[config.mk]
export PLATFORM = sky130hd
export DESIGN_NAME = if_stage_bp
export DESIGN_NICKNAME = d
export VERILOG_FILES = /design/src/rtl/if_stage_bp_pkg.sv /design/src/rtl/if_stage_bp_btb_dm.sv /design/src/rtl/if_stage_bp.sv
export SDC_FILE = /design/constraint.sdc
export NUM_CORES = 1
export LEC_CHECK = 0
export CAP_MARGIN = 20
export CORE_ASPECT_RATIO = 0.6
export CORE_MARGIN = 8
export CORE_UTILIZATION = 60
export DETAILED_ROUTE_END_ITERATION = 8
export PLACE_DENSITY_LB_ADDON = 0.15
export SLEW_MARGIN = 20
export SYNTH_ARGS = -nofsm -noshare
export SYNTH_HDL_FRONTEND = slang
export SYNTH_SLANG_ARGS = --single-unit
[constraint.sdc]
create_clock -name clk -period 4.09 [get_ports clk]
set_input_delay 0.6135 -clock clk [delete_from_list [all_inputs] [get_ports clk]]
set_output_delay 0.6135 -clock clk [all_outputs]
set_load 0.05 [all_outputs]
[src/rtl/if_stage_bp_pkg.sv]
// Shared constants and 2-bit saturating branch-counter helpers for the
// instruction-fetch stage and its branch target buffer.
package if_pkg;

    localparam logic [31:0] NOP_INST = 32'h0000_0013;

    typedef enum logic [1:0] {
        SNT = 2'b00,
        WNT = 2'b01,
        WT  = 2'b10,
        ST  = 2'b11
    } ctr_e;

    function automatic ctr_e ctr_inc(input ctr_e c);
        return (c == ST) ? ST : ctr_e'(c + 2'd1);
    endfunction

    function automatic ctr_e ctr_dec(input ctr_e c);
        return (c == SNT) ? SNT : ctr_e'(c - 2'd1);
    endfunction

endpackage

[src/rtl/if_stage_bp_btb_dm.sv]
// Direct-mapped branch target buffer: combinational lookup on the fetch PC,
// registered training from EX. A same-index update is seen by the next lookup.
module btb_dm
    import if_pkg::*;
#(
    parameter int XLEN        = 32,
    parameter int BTB_ENTRIES = 16
) (
    input  logic            clk,
    input  logic            rst,
    input  logic [XLEN-1:0] lookup_pc_i,
    output logic            hit_o,
    output logic            pred_taken_o,
    output logic [XLEN-1:0] target_o,
    input  logic            upd_valid_i,
    input  logic [XLEN-1:0] upd_pc_i,
    input  logic            upd_taken_i,
    input  logic [XLEN-1:0] upd_target_i
);

    localparam int IDX_W = $clog2(BTB_ENTRIES);
    localparam int TAG_W = XLEN - IDX_W - 2;

    logic             valid_q  [BTB_ENTRIES];
    ctr_e             ctr_q    [BTB_ENTRIES];
    logic [TAG_W-1:0] tag_q    [BTB_ENTRIES];
    logic [XLEN-1:0]  target_q [BTB_ENTRIES];

    logic [IDX_W-1:0] l_idx;
    logic [TAG_W-1:0] l_tag;
    logic [IDX_W-1:0] u_idx;
    logic [TAG_W-1:0] u_tag;
    logic             u_hit;
    logic [3:0]       unused_low_bits;

    assign l_idx = lookup_pc_i[IDX_W+1:2];
    assign l_tag = lookup_pc_i[XLEN-1:IDX_W+2];
    assign u_idx = upd_pc_i[IDX_W+1:2];
    assign u_tag = upd_pc_i[XLEN-1:IDX_W+2];
    assign unused_low_bits = {lookup_pc_i[1:0], upd_pc_i[1:0]};

    assign hit_o        = valid_q[l_idx] && (tag_q[l_idx] == l_tag);
    assign pred_taken_o = hit_o && ctr_q[l_idx][1];
    assign target_o     = target_q[l_idx];
    assign u_hit        = valid_q[u_idx] && (tag_q[u_idx] == u_tag);

    always_ff @(posedge clk or negedge rst) begin
        if (!rst) begin
            for (int i = 0; i < BTB_ENTRIES; i++) begin
                valid_q[i] <= 1'b0;
                ctr_q[i]   <= WNT;
            end
        end else if (upd_valid_i) begin
            if (upd_taken_i) begin
                valid_q[u_idx] <= 1'b1;
                ctr_q[u_idx]   <= u_hit ? ctr_inc(ctr_q[u_idx]) : WT;
            end else if (u_hit) begin
                ctr_q[u_idx] <= ctr_dec(ctr_q[u_idx]);
            end
        end
    end

    // Tag/target need no reset: they are only trusted behind a set valid bit.
    always_ff @(posedge clk) begin
        if (upd_valid_i && upd_taken_i) begin
            tag_q[u_idx]    <= u_tag;
            target_q[u_idx] <= upd_target_i;
        end
    end

endmodule

[src/rtl/if_stage_bp.sv]
// RV32I instruction-fetch stage: PC register, next-PC selection with BTB
// prediction, and the IF/ID pipeline register carrying prediction metadata.
module if_stage_bp
    import if_pkg::*;
#(
    parameter int              XLEN        = 32,
    parameter logic [XLEN-1:0] RESET_PC    = '0,
    parameter int              BTB_ENTRIES = 16
) (
    input  logic            clk,
    input  logic            rst,
    input  logic            stallF,
    input  logic            flushD,
    input  logic            redirectE,
    input  logic [XLEN-1:0] redirect_pcE,
    input  logic            upd_validE,
    input  logic [XLEN-1:0] upd_pcE,
    input  logic            upd_takenE,
    input  logic [XLEN-1:0] upd_targetE,
    output logic [XLEN-1:0] imem_addr,
    input  logic [31:0]     imem_rdata,
    output logic [31:0]     instD,
    output logic [XLEN-1:0] PCD,
    output logic [XLEN-1:0] PCPlus4D,
    output logic            validD,
    output logic            predTakenD,
    output logic [XLEN-1:0] predTargetD
);

    localparam logic [XLEN-1:0] ALIGN_MASK = ~XLEN'(3);

    logic [XLEN-1:0] pc_q, pc_d;
    logic [XLEN-1:0] pc_plus4;
    logic            btb_hit;
    logic            pred_taken_f;
    logic [XLEN-1:0] btb_target;
    logic [XLEN-1:0] pred_target_f;

    logic [31:0]     inst_q, inst_d;
    logic [XLEN-1:0] pcd_q, pcd_d;
    logic [XLEN-1:0] pcp4_q, pcp4_d;
    logic            valid_q, valid_d;
    logic            ptaken_q, ptaken_d;
    logic [XLEN-1:0] ptarget_q, ptarget_d;

    btb_dm #(
        .XLEN        (XLEN),
        .BTB_ENTRIES (BTB_ENTRIES)
    ) u_btb (
        .clk          (clk),
        .rst          (rst),
        .lookup_pc_i  (pc_q),
        .hit_o        (btb_hit),
        .pred_taken_o (pred_taken_f),
        .target_o     (btb_target),
        .upd_valid_i  (upd_validE),
        .upd_pc_i     (upd_pcE),
        .upd_taken_i  (upd_takenE),
        .upd_target_i (upd_targetE)
    );

    assign pc_plus4      = pc_q + XLEN'(4);
    assign pred_target_f = btb_hit ? btb_target : pc_plus4;
    assign imem_addr     = pc_q;

    // A redirect from EX wins over a stall: the wrong-path fetch must go.
    always_comb begin
        pc_d = pc_plus4;
        if (redirectE) begin
            pc_d = redirect_pcE & ALIGN_MASK;
        end else if (stallF) begin
            pc_d = pc_q;
        end else if (pred_taken_f) begin
            pc_d = pred_target_f & ALIGN_MASK;
        end
    end

    always_comb begin
        inst_d    = inst_q;
        pcd_d     = pcd_q;
        pcp4_d    = pcp4_q;
        valid_d   = valid_q;
        ptaken_d  = ptaken_q;
        ptarget_d = ptarget_q;
        if (redirectE || flushD) begin
            inst_d    = NOP_INST;
            valid_d   = 1'b0;
            ptaken_d  = 1'b0;
            ptarget_d = '0;
        end else if (!stallF) begin
            inst_d    = imem_rdata;
            pcd_d     = pc_q;
            pcp4_d    = pc_plus4;
            valid_d   = 1'b1;
            ptaken_d  = pred_taken_f;
            ptarget_d = pred_target_f;
        end
    end

    always_ff @(posedge clk or negedge rst) begin
        if (!rst) begin
            pc_q      <= RESET_PC;
            inst_q    <= NOP_INST;
            pcd_q     <= '0;
            pcp4_q    <= '0;
            valid_q   <= 1'b0;
            ptaken_q  <= 1'b0;
            ptarget_q <= '0;
        end else begin
            pc_q      <= pc_d;
            inst_q    <= inst_d;
            pcd_q     <= pcd_d;
            pcp4_q    <= pcp4_d;
            valid_q   <= valid_d;
            ptaken_q  <= ptaken_d;
            ptarget_q <= ptarget_d;
        end
    end

    assign instD       = inst_q;
    assign PCD         = pcd_q;
    assign PCPlus4D    = pcp4_q;
    assign validD      = valid_q;
    assign predTakenD  = ptaken_q;
    assign predTargetD = ptarget_q;

endmodule

==> flow_summary_export.csv <==
group,metric,value,unit
logic_synthesis,synth_area,49850,sq um
grt,grt_pass1_wl,219600,um
detailed_routing,firstDrtPassIters,6,
finish,drive_gt1_share,29.66,%
power,switchingPower,0.007466,W
die,row_count,82,
power,power_density,464.4,nW/um^2
die,io_pins,297,
critical_path,r2r_start,"imem_addr[2]$_DFFE_PN0P_",
finish,area_growth,20.98,%
power,comb_power_share,17.1,%
hold_path,hold_path.class,"primary input to flop",
power,p_int,0.02054,W
grt,antenna_found_initial,10,
power,switching_share,26.66,%
logic_synthesis,yosysTopAreaCellShare,55.90,%
detailed_routing,vias_per_cell,6.856,
clock_tree,clock_latency,0.72,ns
status,violations,"negative setup slack",
sta,relSlewSlack,26.72,%
clock_tree,clock_sinks,1132,
sta,slew_viol_final,0,
logic_synthesis,synth-main-ff-cell,"edfxtp_1",
sta,fmax,241.2,MHz
critical_path,rrSetupSlack,-0.06,ns
placement,hpwl,101100,um
die,die_area,92860,sq um
die,core-area,82900,sq um
flow_run,cap_violations,0,
critical_path,endpoint,"imem_addr[31]$_DFFE_PN0P_",
critical_path,crit_path_max_incr_delay,0.60,ns
placement,place_congestion,0.9558,
logic_synthesis,yosysUniqueCellTypes,82,
clock_tree,tritoncts,"done",
finish,fill_cells,5033,
placement,placed_area,56430,sq um
detailed_routing,ant_nets,0,
sta,fin_ws,-0.05612,ns
power,p_clk_share,35.6,%
finish,design_area,60310,sq um
clock_tree,path_clk_slew,0.07,ns
placement,io_buffers,286,
sta,setup_viol,11,
sta,period_needed,4.146,ns
logic_synthesis,ys_seq_area_share,66.19,%
clock_tree,root_buffer,"clkbuf_16",
critical_path,critical_path.endpoint_type,"flop",
critical_path,crit_buf_inv,6,
grt,grtUsageTotal,32.60,%
critical_path,r2r_cells,14,
critical_path,worst_path_dominant_cell_family,"multiplexers",
critical_path,cp-start-kind,"flop",
die,fp.dieW,388.1,um
critical_path,critPathLaunch,"imem_addr[2]$_DFFE_PN0P_",
sta,fin_crit_sh,101.4,%
grt,grt_start_max_net_pins,100,
critical_path,critPathKind,"flop to flop",
sta,holdWs,0.2584,ns
clock_tree,cts_max_level,3,
sta,finalHoldViolCount,0,
logic_synthesis,synth-seq-cells,1132,
critical_path,r2r-end,"imem_addr[31]$_DFFE_PN0P_",
power,power,0.02801,W
sta,rsz0062_at_grt,"true",
power,p_leak,21.04,nW
critical_path,crit_path_max_fanout,13,
detailed_routing,drtIter0Drc,4431,
sta,tightest_slew,1.099,ns
clock_tree,cts_made_buffers,99,
detailed_routing,drt_wl_total,153600,um
logic_synthesis,synth_top_area_cell,"edfxtp_1",
critical_path,worstPathRequired,4.64,ns
die,start_util,60.13,%
finish,fin_util,72.75,%
finish,layout.nets,3547,
detailed_routing,wire_per_inst,33.46,um
logic_synthesis,ys_top_cells_by_area,"edfxtp_1, mux4_2, dfrtp_1",
critical_path,slowest_stage,"or4_4",
detailed_routing,route.detailed.drc,0,
logic_synthesis,syn_area_per_cell,17.44,sq um
logic_synthesis,syn_inst,2858,
clock_tree,clockBufferDepth,3,
placement,place_ws,-0.3687,ns
critical_path,critical_path_depth,14,
grt,grt-ovfl-total,0,
logic_synthesis,synth-edff-count,928,
die,die_h,239.3,um
critical_path,cp_cell_sequence,"buf_16 -> buf_6 -> buf_4 -> mux4_2 -> mux4_2 -> xnor2_2 -> nand4_1 -> or4_4 -> nor3_4 -> buf_12 -> buf_12 -> buf_4 -> mux2i_1 -> o221ai_1",
power,ir_worst_vdd,0.0004211,V
grt,grt_pass1_vias,31450,
detailed_routing,vias,31480,
logic_synthesis,yosys_warnings,0,
power,p_seq_share,47.3,%
sta,fin_skew,0.02752,ns
critical_path,crit_arrival,4.69,ns
status,status,"finished with violations",
logic_synthesis,async_flop_share,18.02,%
==> metrics by stage <==
step	cells	TNS [ns]
floorplan	2863	-159.88
global placement	4379	-9.564
detailed placement	4379	-9.413
CTS	4577	0
global route	4590	-3.167
finish	4591	-0.2509
==> worst register-to-register path, delay by kind of cell (launching register included) <==
family	cells	cell delay [ns]
AO/OA/AOI/OAI	1	0.14
XOR/XNOR	1	0.20
buffers and inverters	6	0.88
flip-flops	1	0.54
multiplexers	3	1.26
AND/OR/NAND/NOR	3	0.97
==> repair_timing <==
item | 4_1_cts | 5_1_grt
buffers inserted | 14 | 10
hold buffers | 1 | 0
endpoints found under the setup margin | 26 | 56
gates resized for setup | 12 | 35
pin swaps | 5 | 14
gates cloned | 1 | 1
hold endpoints to repair | 78 | 0
==> layout by cell type (no fill, tap or decap), drive strengths merged, types with 31 or more instances in the layout <==
master	instances
buf	361
nor2	74
edfxtp	928
clkbuf	119
dfrtp	185
inv	31
clkdlybuf4s50	280
a22o	39
mux2i	146
clkinv	39
o21ai	87
xnor2	45
nand2	334
o221ai	33
mux4	377
==> worst min-delay path by stage <==
stage,from,endpoint,slack (ns),depth (start not counted)
detailed placement,PCD[26]$_DFFE_PN0P_,PCD[26]$_DFFE_PN0P_,0.46,2
global placement,validD$_DFFE_PN0P_,validD$_DFFE_PN0P_,0.46,2
CTS,redirectE,imem_addr[26]$_DFFE_PN0P_,0.22,2
global route,redirectE,imem_addr[29]$_DFFE_PN0P_,0.28,2
floorplan,rst,PCD[10]$_DFFE_PN0P_,0.32,0
finish,redirectE,imem_addr[26]$_DFFE_PN0P_,0.26,2
==> logic make-up after synthesis <==
family / after synthesis / share of synthesized area [%]
DFF: 1132 / 66.19
and+or+nand+nor: 554 / 4.955
muxes: 544 / 20.45
AOI/OAI and AO/OA: 339 / 5.025
buffers and inverters: 224 / 2.241
xor gates and xnor gates: 63 / 1.107
adders and majority gates: 1 / 0.02510
other: 1 / 0.007523
==> flip-flops by register name, summed over array words and instances, names as in the netlist <==
register,count
PCD,30
PCPlus4D,30
imem_addr,30
instD,32
predTakenD,1
predTargetD,32
u_btb.ctr_q,32
u_btb.tag_q,416
u_btb.target_q,512
u_btb.valid_q,16
validD,1
==> synth_stat cells (20+ instances only) <==
| library cell | instances |
|---|---|
| edfxtp_1 | 928 |
| mux4_2 | 376 |
| nand2_1 | 334 |
| dfrtp_1 | 185 |
| mux2i_1 | 146 |
| clkbuf_1 | 93 |
| nor2_1 | 73 |
| o21ai_0 | 67 |
| xnor2_1 | 45 |
| a22o_1 | 39 |
| buf_2 | 38 |
| o221ai_1 | 33 |
| nand3_1 | 28 |
| inv_1 | 27 |
| buf_4 | 26 |
| o22ai_1 | 23 |
| buf_1 | 22 |
| mux2_2 | 21 |
| a22oi_1 | 20 |
==> final cells by class <==
cell class,count,area (sq um),share of cell area [%]
flip-flops and latches,1132,33010,54.73
clock buffers,118,2614,4.334
multi-input cells,1507,16010,26.55
well taps,1092,1366,2.266
diodes,6,15.01,0.02490
clock inverters,65,822.0,1.363
repair buffers,643,6364,10.55
inverters,28,108.9,0.1805
==> power groups by stage <==
stage          Clock (W)  Combinational, W  Sequential [W]
2_1_floorplan          0           0.00219          0.0139
3_3_place_gp           0           0.00455          0.0134
3_5_place_dp           0           0.00462          0.0135
4_1_cts           0.0101           0.00470          0.0132
5_1_grt           0.0105           0.00501          0.0133
6_report         0.00997           0.00480          0.0132
==> layer usage <==
| layer | wire length (um) | GRT usage [%] | up-vias | part of all wire [%] |
|---|---|---|---|---|
| li1 | - | - | 12660 | - |
| met5 | 176 | 1.713 | - | 0.11 |
| met2 | 67360 | 47.41 | 2387 | 44 |
| met3 | 23190 | 13.49 | 280 | 15 |
| met4 | 4768 | 9.686 | 12 | 3.1 |
| met1 | 58110 | 45.44 | 16140 | 38 |
(Power assumes the default switching activity.)
